File: config.mk
export PLATFORM = sky130hd
export DESIGN_NAME = imem_loader
export DESIGN_NICKNAME = d
export VERILOG_FILES = /design/src/rtl/imem_loader.sv
export SDC_FILE = /design/constraint.sdc
export NUM_CORES = 1
export LEC_CHECK = 0
export CORE_MARGIN = 8
export CORE_UTILIZATION = 43
export CTS_CLUSTER_SIZE = 24
export DETAILED_ROUTE_END_ITERATION = 6
export PLACE_DENSITY = 0.77
export SETUP_SLACK_MARGIN = 0.1
export SLEW_MARGIN = 20
export SYNTH_ARGS = -nofsm -noshare
export SYNTH_HDL_FRONTEND = slang
export SYNTH_SLANG_ARGS = --single-unit
File: constraint.sdc
create_clock -name clk -period 2.39 [get_ports clk]
set_input_delay 0.478 -clock clk [delete_from_list [all_inputs] [get_ports clk]]
set_output_delay 0.478 -clock clk [all_outputs]
set_load 0.1 [all_outputs]
File: src/rtl/imem_loader.sv
// Byte-stream instruction-memory loader: assembles little-endian 32-bit words
// from a valid/ready byte stream and writes them to consecutive word addresses.
module imem_loader #(
    parameter int ADDR_W = 6,
    parameter int DEPTH  = 64
) (
    input  logic              clk,
    input  logic              rst_n,
    input  logic              load_start,
    input  logic [ADDR_W:0]   load_len,
    input  logic              abort,
    input  logic [7:0]        byte_in,
    input  logic              byte_valid,
    output logic              byte_ready,
    output logic              mem_we,
    output logic [ADDR_W-1:0] mem_wa,
    output logic [31:0]       mem_wd,
    output logic              busy,
    output logic              cpu_hold,
    output logic              done,
    output logic              err,
    output logic [7:0]        checksum
);

    typedef enum logic [1:0] {
        IDLE  = 2'd0,
        RECV  = 2'd1,
        WRITE = 2'd2,
        DONE  = 2'd3
    } state_t;

    localparam logic [ADDR_W:0] LEN_MAX = (ADDR_W + 1)'(DEPTH);
    localparam logic [ADDR_W:0] LEN_ONE = (ADDR_W + 1)'(1);

    state_t            r_state;
    state_t            w_next;
    logic [ADDR_W-1:0] r_word_idx;
    logic [1:0]        r_byte_cnt;
    logic [23:0]       r_asm;
    logic [ADDR_W:0]   r_len;
    logic [7:0]        r_checksum;
    logic              r_err;
    logic [ADDR_W-1:0] r_mem_wa;
    logic [31:0]       r_mem_wd;

    logic              w_accept;
    logic              w_len_ok;
    logic              w_last;
    logic              w_word_end;

    assign w_accept   = (r_state == RECV) && byte_valid;
    assign w_len_ok   = (load_len != '0) && (load_len <= LEN_MAX);
    assign w_last     = ({1'b0, r_word_idx} == (r_len - LEN_ONE));
    assign w_word_end = w_accept && (r_byte_cnt == 2'd3);

    always_ff @(posedge clk or negedge rst_n) begin
        if (!rst_n) begin
            r_state <= IDLE;
        end else begin
            r_state <= w_next;
        end
    end

    always_comb begin
        w_next     = r_state;
        byte_ready = 1'b0;
        mem_we     = 1'b0;
        busy       = 1'b1;
        done       = 1'b0;
        case (r_state)
            IDLE: begin
                busy = 1'b0;
                if (load_start && w_len_ok) begin
                    w_next = RECV;
                end
            end
            RECV: begin
                byte_ready = 1'b1;
                if (abort) begin
                    w_next = IDLE;
                end else if (w_word_end) begin
                    w_next = WRITE;
                end
            end
            WRITE: begin
                // The write still happens in this cycle even when aborted.
                mem_we = 1'b1;
                if (abort) begin
                    w_next = IDLE;
                end else if (w_last) begin
                    w_next = DONE;
                end else begin
                    w_next = RECV;
                end
            end
            DONE: begin
                done   = 1'b1;
                w_next = IDLE;
            end
            default: begin
                w_next = IDLE;
            end
        endcase
    end

    always_ff @(posedge clk or negedge rst_n) begin
        if (!rst_n) begin
            r_word_idx <= '0;
            r_byte_cnt <= '0;
            r_asm      <= '0;
            r_len      <= '0;
            r_checksum <= '0;
            r_err      <= 1'b0;
            r_mem_wa   <= '0;
            r_mem_wd   <= '0;
        end else begin
            case (r_state)
                IDLE: begin
                    if (load_start) begin
                        if (w_len_ok) begin
                            r_word_idx <= '0;
                            r_byte_cnt <= '0;
                            r_checksum <= '0;
                            r_err      <= 1'b0;
                            r_len      <= load_len;
                        end else begin
                            r_err <= 1'b1;
                        end
                    end
                end
                RECV: begin
                    if (w_accept) begin
                        r_checksum <= r_checksum ^ byte_in;
                        r_byte_cnt <= r_byte_cnt + 2'd1;
                        case (r_byte_cnt)
                            2'd0:    r_asm[7:0]   <= byte_in;
                            2'd1:    r_asm[15:8]  <= byte_in;
                            2'd2:    r_asm[23:16] <= byte_in;
                            default: r_asm        <= r_asm;
                        endcase
                    end
                    // Address/data are latched only for a word that will be written.
                    if (w_word_end && !abort) begin
                        r_mem_wa <= r_word_idx;
                        r_mem_wd <= {byte_in, r_asm};
                    end
                    if (abort) begin
                        r_err <= 1'b1;
                    end
                end
                WRITE: begin
                    if (abort) begin
                        r_err <= 1'b1;
                    end else if (!w_last) begin
                        r_word_idx <= r_word_idx + 1'b1;
                    end
                end
                default: begin
                end
            endcase
        end
    end

    assign mem_wa   = r_mem_wa;
    assign mem_wd   = r_mem_wd;
    assign cpu_hold = busy;
    assign err      = r_err;
    assign checksum = r_checksum;

endmodule

==> flow_summary.json <==
{
  "status": "complete, no violations",
  "cts.reportedPaths.clkPinSlew_ns": 0.10,
  "fp.dieW_um": 111.3,
  "syn_area_per_cell_um2": 13.03,
  "cts_max_level": 3,
  "crit_arrival_ns": 2.37,
  "vias_per_cell": 5.147,
  "drt_iter0_drc": 96,
  "syn_to_final_growth_pct": 27.98,
  "max-slew-margin-rel": 0.6610,
  "wirelength_mm": 8.481,
  "yosysUniqueCellTypes": 39,
  "max_freq_mhz": 470.5,
  "initial_core_util": 0.4460,
  "final.period_utilization": 0.8892,
  "crit_family": "simple AND/OR/NAND/NOR gates",
  "ys.flop_type": "dfrtp_1",
  "wl_per_cell_um": 16.86,
  "dr.pass1.iters": 4,
  "cts_buffers": 9,
  "grt_max_degree": 44,
  "gr-usage-all-layers": 0.1350,
  "cap_violations": 0,
  "cp-end-kind": "flop",
  "rows": 34,
  "cts-root-buf": "clkbuf_8",
  "period_minus_slack_ns": 2.125,
  "synth_warnings": 0,
  "synthesis.area_um2": 3909,
  "worstPathRequired_ns": 2.64,
  "start_kind": "flop",
  "grt_pass1_vias": 2658,
  "n_antenna_cell": 0,
  "hold_path_class": "primary input to asynchronous set/reset pin",
  "cpPeakStageDelay_ns": 0.44,
  "dp_hpwl_mm": 6.160,
  "dp_cells": 482,
  "cts_tree": "done",
  "drc": 0,
  "antenna_found_initial": 0,
  "design_area_um2": 5002,
  "cts_buffer_depth": 2,
  "postRouteAntennaNets": 0,
  "finalSetupViolCount": 0,
  "die_h_um": 111.3,
  "synthArstFlopShare": 1.000,
  "port_buffers": 71,
  "seq_area_frac_synth": 0.5634,
  "dieArea_um2": 12400,
  "worstPathMaxFanout": 8,
  "grt_setup_unrepaired": "no",
  "synth-edff-count": 0,
  "core-area_um2": 8763,
  "clock_latency_ns": 0.36,
  "globalRouteOverflowTotal": 0,
  "crit_type": "flop to flop",
  "vias": 2589,
  "grt_pass1_wl_mm": 13.68,
  "synthCells": 300,
  "final-max-slew-violation-count": 0,
  "worstPathCellList": "inv_1, ha_1, xor2_1, nand3_1, nor3_2, o2111ai_4, and3_1, mux2_4",
  "clock-sinks": 88,
  "place_congestion": 0.8570,
  "finalNetCount": 420,
  "drive_gt1_frac": 0.4278,
  "io_pins": 72,
  "finalHoldViolCount": 0,
  "final_cells": 503,
  "worst-slew-pin-transition_ns": 0.5085,
  "synth_nets": 330,
  "crit_path_top_delay_cell": "dfrtp_1",
  "postPlaceCellArea_um2": 4752,
  "crit_buf_inv": 1,
  "skew_ns": 0.008435,
  "ys_ff_latch": 88
}
## cells in the final DEF, fill, tap and decap left out, types with 2 or more instances in the layout
cell,n
clkbuf_8,9
a22o_1,2
nand2_1,18
buf_12,6
mux2i_1,3
ha_1,7
inv_1,17
a21oi_1,6
nand3_1,10
and3_1,2
dfrtp_1,88
mux2_2,65
nor3_1,2
buf_4,63
o21ai_0,9
and4_1,2
xnor2_1,5
clkdlybuf4s50_1,18
a211o_2,2
a31oi_1,2
xor2_1,12
inv_8,2
nor2b_1,3
nor3_2,3
nor2_1,14
inv_6,3
ha_2,3
## registers in the layout, indices dropped and copies added, names as in the netlist
signal,cells
r_len,7
err,1
r_state,2
mem_wd,32
mem_wa,6
checksum,8
r_asm,24
r_word_idx,6
r_byte_cnt,2
## cells by family (layout without fill, tap and decap cells)
group / Yosys count / after routing / share of synthesized area
buffers and inverters: 25 / 120 / 0.02593
XOR/XNOR: 17 / 17 / 0.03809
AND/OR/NAND/NOR: 61 / 61 / 0.08451
flip-flops: 88 / 88 / 0.5634
AO/OA/AOI/OAI: 30 / 30 / 0.05730
adder cells (fa/ha/maj): 10 / 10 / 0.03201
multiplexers: 69 / 69 / 0.1988
## cell type report
| type | instances | area, um^2 |
|---|---|---|
| repair buffers | 87 | 773.2 |
| clock inverters | 7 | 86.33 |
| fillers | 723 | 3761 |
| well taps | 108 | 135.1 |
| clock buffers | 9 | 123.9 |
| multi-input cells | 187 | 1618 |
| inverters | 17 | 63.81 |
| flip-flops and latches | 88 | 2202 |
## repair_timing
item | in CTS | in global routing
buffers inserted | 0 | 5
hold buffers | 0 | 0
gates resized for setup | 0 | 1
endpoints found under the setup margin | 0 | 3
## synth_stat cells (3+ instances only)
cell type | count | area (um^2)
nor2b_1 | 3 | 18.77
mux2_2 | 65 | 732.0
inv_1 | 17 | 63.81
o21ai_0 | 9 | 45.04
nand2_1 | 18 | 67.56
ha_1 | 10 | 125.1
xnor2_1 | 5 | 43.79
nor3_2 | 3 | 30.03
buf_2 | 3 | 15.01
a21oi_1 | 6 | 30.03
clkbuf_1 | 4 | 15.01
nand3_1 | 11 | 55.05
mux2i_1 | 3 | 30.03
dfrtp_1 | 88 | 2202
nor2_1 | 14 | 52.55
xor2_1 | 12 | 105.1
## worst paths after layout
kind	from	slack, ns	end	cells after the start
worst max-delay path	r_len[1]	0.26	r_word_idx[3]	8
max in group asynchronous	rst_n	1.71	r_word_idx[3]	2
worst max register to register	r_len[1]	0.26	r_word_idx[3]	8
min in group clk	mem_wa[2]	0.49	mem_wa[2]	2
worst min register to register	mem_wa[2]	0.49	mem_wa[2]	2
worst min-delay path	rst_n	0.08	r_asm[4]	1
## worst register-to-register path, cell delays in order, from the launching register on
cell,delay (ns)
dfrtp_1,0.44
inv_1,0.06
ha_1,0.28
xor2_1,0.15
nand3_1,0.11
nor3_2,0.25
o2111ai_4,0.20
and3_1,0.24
mux2_4,0.29
## metrics by stage
stage / util / setup WS (ns) / setup TNS (ns) / hold slack [ns]
after detailed placement: 0.5423 / -0.02331 / -0.04269 / 0.4725
after global routing: 0.5708 / 0.1467 / 0 / 0.1039
after global placement: 0.5423 / 0.05087 / 0 / 0.4719
final: 0.5708 / 0.2648 / 0 / 0.08224
after CTS: 0.5662 / 0.1496 / 0 / 0.09105
after floorplan: - / 0.08227 / 0 / 0.1824
## metal layers
layer  track usage  share of wire
met1        0.1686           0.45
met2        0.2149           0.47
met3       0.05475          0.069
met4       0.02933          0.011
met5             0              0
Power is not shown: default switching activity piles up to over one toggle a cycle in this logic, so the estimate is an artifact.
